`config.mk`:
```
export PLATFORM = sky130hd
export DESIGN_NAME = recolector_suma
export DESIGN_NICKNAME = d
export VERILOG_FILES = /design/src/rtl/recolector_suma_pkg.sv /design/src/rtl/fifo_sincrono.sv /design/src/rtl/recolector_suma.sv
export SDC_FILE = /design/constraint.sdc
export NUM_CORES = 1
export LEC_CHECK = 0
export ABC_CLOCK_PERIOD_IN_PS = 2500
export BUFFER_PORTS_ARGS = -buffer_cell sky130_fd_sc_hd__buf_2
export CAP_MARGIN = 40
export CELL_PAD_IN_SITES_DETAIL_PLACEMENT = 0
export CELL_PAD_IN_SITES_GLOBAL_PLACEMENT = 1
export CORE_MARGIN = 4
export CORE_UTILIZATION = 42
export CTS_CLUSTER_SIZE = 20
export DETAILED_ROUTE_END_ITERATION = 16
export MAX_ROUTING_LAYER = met4
export PLACE_DENSITY = 0.84
export SLEW_MARGIN = 25
export SYNTH_ARGS = -nofsm -noshare
export SYNTH_HDL_FRONTEND = slang
export SYNTH_HIERARCHICAL = 1
export SYNTH_SLANG_ARGS = --single-unit
```
`constraint.sdc`:
```
create_clock -name clk -period 2.5 [get_ports clk]
set_clock_uncertainty 0.2 [all_clocks]
set_input_delay 0.125 -clock clk [delete_from_list [all_inputs] [get_ports clk]]
set_output_delay 0.125 -clock clk [all_outputs]
set_load 0.005 [all_outputs]
```
`src/rtl/recolector_suma_pkg.sv`:
```
//------------------------------------------------------------------------------
// Module      : recolector_suma_pkg
// Description : Shared widths, entry field positions and sequence-checker
//               state encoding for the recolector_suma result collector.
// Revision    : 1.0 - initial release
//------------------------------------------------------------------------------
`default_nettype none

package recolector_suma_pkg;

  localparam int SUMW   = 4;
  localparam int IDXW   = 4;
  localparam int ENTRYW = 8;

  // Entry packing: {idx, sum}
  localparam int IDX_MSB = 7;
  localparam int IDX_LSB = 4;
  localparam int SUM_MSB = 3;
  localparam int SUM_LSB = 0;

  typedef enum logic [0:0] {
    FIRST = 1'b0,
    TRACK = 1'b1
  } seq_state_t;

  function automatic logic [ENTRYW-1:0] pack_entry(input logic [IDXW-1:0] idx,
                                                   input logic [SUMW-1:0] sum);
    return {idx, sum};
  endfunction

endpackage

`default_nettype wire

```
`src/rtl/fifo_sincrono.sv`:
```
//------------------------------------------------------------------------------
// Module      : fifo_sincrono
// Description : Synchronous show-ahead FIFO. The caller decides push/pop;
//               head data is forced to zero while empty so stale entries
//               never reach the output.
// Revision    : 1.0 - initial release
//------------------------------------------------------------------------------
`default_nettype none

module fifo_sincrono #(
  parameter int DEPTH = 4,
  parameter int AW    = 2,
  parameter int WIDTH = 8
) (
  input  logic             clk,
  input  logic             reset_L,
  input  logic             push,
  input  logic             pop,
  input  logic [WIDTH-1:0] wr_data,
  output logic [WIDTH-1:0] rd_data,
  output logic             full,
  output logic             empty,
  output logic [AW:0]      count
);

  logic [WIDTH-1:0] mem [DEPTH];
  logic [AW-1:0]    wr_ptr;
  logic [AW-1:0]    rd_ptr;

  // Storage array; contents need no reset because reads are gated by empty.
  always_ff @(posedge clk) begin
    if (push) begin
      mem[wr_ptr] <= wr_data;
    end
  end

  // Pointers and occupancy; pointers wrap naturally since DEPTH == 2**AW.
  always_ff @(posedge clk or negedge reset_L) begin
    if (!reset_L) begin
      wr_ptr <= '0;
      rd_ptr <= '0;
      count  <= '0;
    end else begin
      if (push) begin
        wr_ptr <= wr_ptr + 1'b1;
      end
      if (pop) begin
        rd_ptr <= rd_ptr + 1'b1;
      end
      if (push && !pop) begin
        count <= count + 1'b1;
      end else if (pop && !push) begin
        count <= count - 1'b1;
      end
    end
  end

  assign full    = (count == (AW+1)'(DEPTH));
  assign empty   = (count == '0);
  assign rd_data = empty ? '0 : mem[rd_ptr];

endmodule

`default_nettype wire

```
`src/rtl/recolector_suma.sv`:
```
//------------------------------------------------------------------------------
// Module      : recolector_suma
// Description : Collects {idx, sum} results from the pipelined adder into a
//               show-ahead FIFO, checks tag ordering and accumulates sums.
// Revision    : 1.0 - initial release
//------------------------------------------------------------------------------
`default_nettype none

module recolector_suma
  import recolector_suma_pkg::*;
#(
  parameter int DEPTH = 4,
  parameter int AW    = 2,
  parameter int ACCW  = 8
) (
  input  logic              clk,
  input  logic              reset_L,
  input  logic [SUMW-1:0]   sum30_dd,
  input  logic [IDXW-1:0]   idx_dd,
  input  logic              valid_dd,
  input  logic              ready_out,
  output logic [ENTRYW-1:0] data_out,
  output logic              valid_out,
  output logic              full,
  output logic              empty,
  output logic [AW:0]       count,
  output logic              overflow,
  output logic              seq_err,
  output logic [ACCW-1:0]   acc
);

  logic       pop;
  logic       push;
  seq_state_t state;
  logic [IDXW-1:0] expected;

  // Pop only when an entry is actually presented; a pop frees the slot a
  // simultaneous push needs when full.
  assign valid_out = !empty;
  assign pop       = valid_out && ready_out;
  assign push      = valid_dd && (!full || pop);

  fifo_sincrono #(
    .DEPTH (DEPTH),
    .AW    (AW),
    .WIDTH (ENTRYW)
  ) u_fifo (
    .clk     (clk),
    .reset_L (reset_L),
    .push    (push),
    .pop     (pop),
    .wr_data (pack_entry(idx_dd, sum30_dd)),
    .rd_data (data_out),
    .full    (full),
    .empty   (empty),
    .count   (count)
  );

  // Sticky overflow: a valid input that could not be pushed.
  always_ff @(posedge clk or negedge reset_L) begin
    if (!reset_L) begin
      overflow <= 1'b0;
    end else if (valid_dd && !push) begin
      overflow <= 1'b1;
    end
  end

  // Running sum of accepted results; dropped inputs are excluded.
  always_ff @(posedge clk or negedge reset_L) begin
    if (!reset_L) begin
      acc <= '0;
    end else if (push) begin
      acc <= acc + ACCW'(sum30_dd);
    end
  end

  // Tag-sequence checker: sees every valid input, resynchronises on each one.
  always_ff @(posedge clk or negedge reset_L) begin
    if (!reset_L) begin
      state    <= FIRST;
      expected <= '0;
      seq_err  <= 1'b0;
    end else if (valid_dd) begin
      expected <= idx_dd + 1'b1;
      case (state)
        FIRST: begin
          state <= TRACK;
        end
        TRACK: begin
          if (idx_dd != expected) begin
            seq_err <= 1'b1;
          end
        end
        default: begin
          state <= FIRST;
        end
      endcase
    end
  end

endmodule

`default_nettype wire

```
**After elaboration in Yosys (flattened, before gate mapping)**

Memories as Yosys holds them, arrays and structs flattened.
Index checks and enable logic that the tools add are counted.
Widths: inputs -> output; s select.

- $add $sub $neg: 6
- Mux-type cells: 5
- Eq/ne operators: 2
- Reductions and logical operators: 13

Operator list:

| kind | count |
|---|---|
| $add 8x4->8 | 1 |
| $mux 8 | 1 |
| $mux 3 | 2 |
| $logic_and 1x1->1 | 5 |
| $add 2x1->2 const B | 2 |
| $add 4x1->4 const B | 1 |
| $logic_not 1->1 | 4 |
| $ne 4x4->1 | 1 |
| $add 3x1->3 const B | 1 |
| $eq 3x3->1 const B | 1 |
| $logic_not 3->1 | 1 |
| $reduce_and 3->1 | 1 |
| $sub 3x1->3 const B | 1 |
| $mux 1 | 2 |
| $reduce_bool 2->1 | 1 |
| $logic_or 1x1->1 | 1 |

- Output and inout port bits: 24
- Memory bits (writable): 32
- Logic and storage cells: 35
- Memories: 1
- Input bits: 12
- Register bits: 22

Memories:

| name | words | bits a word | read ports | clocked after Yosys merged registers in | write ports | line | text |
|---|---|---|---|---|---|---|---|
| u_fifo.mem | 4 | 8 | 1 | 0 | 1 | fifo_sincrono.sv:26 | `logic [WIDTH-1:0] mem [DEPTH];` |

**Logic depth before layout (Yosys ltp)**

- Depth after elaboration: 9
- Depth in mapped cells: 11

**By module**

Netlist, hierarchy kept.

By module, submodules not included:

| module | instances | cells an instance | seq. area each (µm²) | area each (µm²) |
|---|---|---|---|---|
| fifo_sincrono | 1 | 84 | 1,136.1 | 1,602.8 |
| recolector_suma | 1 | 78 | 375.4 | 844.6 |

**Worst setup path before layout**

No wires, ideal clock.

- Path kind: register to register
- Start: register u_fifo.count[0]
- End: register u_fifo.count[1]
- Clock period less this slack: 2,745 ps
- Setup time: 125 ps
- Buffers on the path: 0
- Cell stages (with the launch flop): 10
- Path slack: -245 ps
- Data required time: 2,175 ps
- Arrival time: 2,421 ps
- Cell sequence: dfrtp_1 > nor3_2 > nand2b_4 > inv_4 > o21ai_4 > inv_4 > ha_1 > inv_1 > fa_1 > mux2_2

- Cells in the longest elaborated chain, start to end: 8

RTL lines:

| item | line | text |
|---|---|---|
| from (decl) | fifo_sincrono.sv:23 | `output logic [AW:0] count` |
| from (signal assigned) | fifo_sincrono.sv:51 | `count <= count + 1'b1;` |
| from (signal assigned) | fifo_sincrono.sv:53 | `count <= count - 1'b1;` |
| $logic_not 3->1 (*) | fifo_sincrono.sv:59 | `assign empty = (count == '0);` |
| via empty | recolector_suma.sv:25 | `output logic empty,` |
| $logic_not 1->1 (*) | recolector_suma.sv:39 | `assign valid_out = !empty;` |
| $logic_and 1x1->1 (*) | recolector_suma.sv:40 | `assign pop = valid_out && ready_out;` |
| via pop | recolector_suma.sv:32 | `logic pop;` |
| $logic_or 1x1->1 (*) | recolector_suma.sv:41 | `assign push = valid_dd && (!full \|\| pop);` |
| $logic_and 1x1->1 (*) | recolector_suma.sv:41 |  |
| via push | recolector_suma.sv:33 | `logic push;` |
| $logic_not 1->1 | fifo_sincrono.sv:52 | `end else if (pop && !push) begin` |
| $logic_and 1x1->1 | fifo_sincrono.sv:52 |  |
| $reduce_bool 2->1 (no line) | - |  |

Mark *: on every way through the listed nets, which the timed path passes. The rest lies on a longest branch. The select of a mux whose other input is x is not followed.
A chain may end at the register's enable or synchronous reset.

**Worst setup path after layout**

- Start: register u_fifo.count[2]
- End: register u_fifo.count[1]

- Cells in the longest elaborated chain, start to end: 8

RTL lines:

| item | line |
|---|---|
| $logic_not 3->1 (*) | fifo_sincrono.sv:59 |
| $logic_not 1->1 (*) | recolector_suma.sv:39 |
| $logic_and 1x1->1 (*) | recolector_suma.sv:40 |
| via pop | recolector_suma.sv:32 |
| $logic_or 1x1->1 (*) | recolector_suma.sv:41 |
| $logic_and 1x1->1 (*) | recolector_suma.sv:41 |
| via push | recolector_suma.sv:33 |
| $logic_not 1->1 | fifo_sincrono.sv:52 |
| $logic_and 1x1->1 | fifo_sincrono.sv:52 |
| $reduce_bool 2->1 (no line) | - |

Mark *: on every way through the listed nets, which the timed path passes. The rest lies on a longest branch.

==> metrics <==
status=finished clean; fin area=0.00294 mm^2; Final min period=2340 ps; Die Ht=84.3 um; total number of yosys warnings=6; Slew headroom=60.4%; antenna viol nets, final=0; Port Buffers=35; vias in the first global route=1403; WL per Instance=13.9 um; Filler cells=476; Synth top area share=39.3%; R2R cell count=9; worst r2r src=u_fifo/count[2]; hold buffers post-CTS=11; clock root buffer=clkbuf_8; Detailed Route Iter0 Violations=40; Std-Cell Rows=27; Area Overhead vs Synth=20.1%; PwrDens=1040 mW/mm^2; f_max=427 MHz; Worst-Skew Late Latency=310 ps; layout cells sized above 1=33.3%; Worst R2R End=u_fifo/count[1]; chip width=84.3 um; antenna violations before repair=0; clock slew at reported path FFs=100 ps; clock sinks=54; register bit count reported by yosys=54; Setup CP Type=reg -> reg; Critical Path End Type=register; RSZ-0062 raised after global routing=false; Top-Level Pins=36; sequential element share of the synthesized area=61.8%; Tcrit/Tclk final=93.7%; syn nets=186; Largest stage delay, worst path=460 ps; CP max FO=12; Placeable Area=0.00557 mm^2; Max Cap Viol=0; first drt pass iteration count=4; crit path DAT=2340 ps; Via-to-Cell Ratio=4.80; first-pass GRT wire length=7.01 mm; Yosys cell types=35; Post-CTS Resized=0; Mean Syn Cell Area=15.1 um^2; cell taking the most area after synthesis=edfxtp_1; die area=0.00711 mm^2; Most common cell on crit path=inv_4; endpoints failing hold=0; CTS tree=built; CTS H-tree depth=2; Final Max Tran Viols=0; GR Util All Layers=12.9%; # setup viols final=0; Worst Tran Pin Value=594 ps; Post-synth EDFFs=32; Critical Path Source Type=register; placed inst area=0.00273 mm^2; vias=1382; largest net degree at the start of global routing=23; initial core utilization=43.9%; final wirelength=4.01 mm; Setup TNS Final=0 ps; mapped cell area=0.00245 mm^2; FFs w/ async S/R, synth=40.7%; GPL Wtd Cong=0.753; CTS max path bufs=2; Nets=239; diodes inserted=0; Crit path required time=2500 ps; slowest cell on the critical path=dfrtp_1; LEAKAGE=1.17 nW; Cell Chain, Critical Path=nor3_4 -> nand2b_4 -> inv_4 -> o21ai_4 -> inv_4 -> ha_4 -> inv_2 -> fa_1 -> mux2_2; GR Overflow Total=0; Post-synth top cells=edfxtp_1, dfrtp_1, xnor2_1, ha_1; setup repair bufs after CTS=0; Most used DFF post-synth=edfxtp_1; Hold WC Path Type=in -> async; Num CTS Buffers=5; Post-route DRC=0; Area contributors post-synth=edfxtp_1, dfrtp_1, mux4_2; most common cell in the netlist=edfxtp_1; Post-Synthesis Cells=162; Post-DP HPWL=2.89 mm; Worst R2R Setup Slack=160 ps; Max VDD drop=0.000612 V
-- through the flow --
stage                     setup slack (ps)  hold WS [ps]  utilization (%)  std cells  total power [mW]
after floorplan                      -48.1          -371                -        162              2.19
after global placement                 208         -74.6             49.0        269              2.56
after detailed placement               168         -65.0             49.0        269              2.59
after CTS                              148           115             52.7        288              3.12
after global routing                  43.4           164             52.7        288              3.30
final                                  158           105             52.7        288              3.07
-- cell type report --
class | count | area (um^2) | area share (%)
Timing Repair Buffer | 49 | 308 | 10.5
Clock inverter | 3 | 28.8 | 0.979
Tap cell | 72 | 90.1 | 3.06
Multi-Input combinational cell | 93 | 882 | 30.0
Inverter | 12 | 50.0 | 1.70
Sequential cell | 54 | 1510 | 51.4
Clock buffer | 5 | 68.8 | 2.34
-- worst max path at each step --
stage | slack (ps) | from | end
final | 160 | u_fifo/count[2] | u_fifo/count[1]
after floorplan | -50 | u_fifo/count[2] | u_fifo/count[1]
after detailed placement | 170 | u_fifo/count[2] | u_fifo/count[1]
after CTS | 150 | u_fifo/count[2] | u_fifo/count[1]
after global routing | 40 | u_fifo/count[0] | u_fifo/count[1]
after global placement | 210 | u_fifo/count[2] | u_fifo/count[1]
-- cells by family (layout without fill, tap and decap cells) --
group           Yosys count  after routing  share of synthesized area (%)
flops                    54             54                           61.8
simple gates             39             39                           9.20
xor+xnor                 17             17                           6.08
buf+inv                  15             69                           3.17
compound gates           14             14                           4.35
fa+ha+maj                12             12                           6.75
mux                      11             11                           8.69
-- routing by layer --
metal  wire length [um]  part of all wire (%)  GRT usage, %  vias up
li1                   -                     -             -      682
met1               1860                    46          17.4      664
met2               1960                    49          19.7       30
met3                154                   3.8          2.55        6
met4                 41                   1.0          4.32        0
met5                  0                     0             -        -
-- state kept, by name, indices dropped and copies added, names as in the netlist --
name,cells
overflow,1
u_fifo/rd_ptr,2
state,1
acc,8
u_fifo/mem,32
u_fifo/count,3
seq_err,1
u_fifo/wr_ptr,2
expected,4
-- placed cells by master, fill, tap and decap left out, types with 2 or more instances in the layout --
cell type | Yosys | routed
a21oi_1 | 4 | 4
a31o_2 | 2 | 2
and2_1 | 4 | 4
buf_2 | 1 | 35
buf_4 | 0 | 3
clkbuf_8 | 0 | 5
dfrtp_1 | 22 | 21
dlygate4sd3_1 | 0 | 11
edfxtp_1 | 32 | 32
fa_1 | 2 | 2
ha_1 | 10 | 9
inv_1 | 9 | 8
inv_4 | 2 | 2
mux2_2 | 2 | 2
mux4_2 | 8 | 8
nand2_1 | 9 | 9
nand4_1 | 2 | 2
nor2_1 | 8 | 8
nor2b_1 | 8 | 8
nor3b_2 | 1 | 2
o21ai_0 | 3 | 3
xnor2_1 | 11 | 11
xor2_1 | 6 | 6
-- where the power goes --
part	internal (mW)	switching (mW)	total (mW)	leakage (nW)
Sequential	1.20	0.232	1.43	0.545
Clock	0.210	0.300	0.509	0.0506
Combinational	0.620	0.505	1.13	0.577
-- critical path: cells and delay by family (launching register included) --
family	cells	cell delay [ps]
mux	1	260
buf+inv	3	200
compound gates	1	170
simple gates	2	390
fa+ha+maj	2	570
flops	1	460
Power figures use the tool's default switching activity.
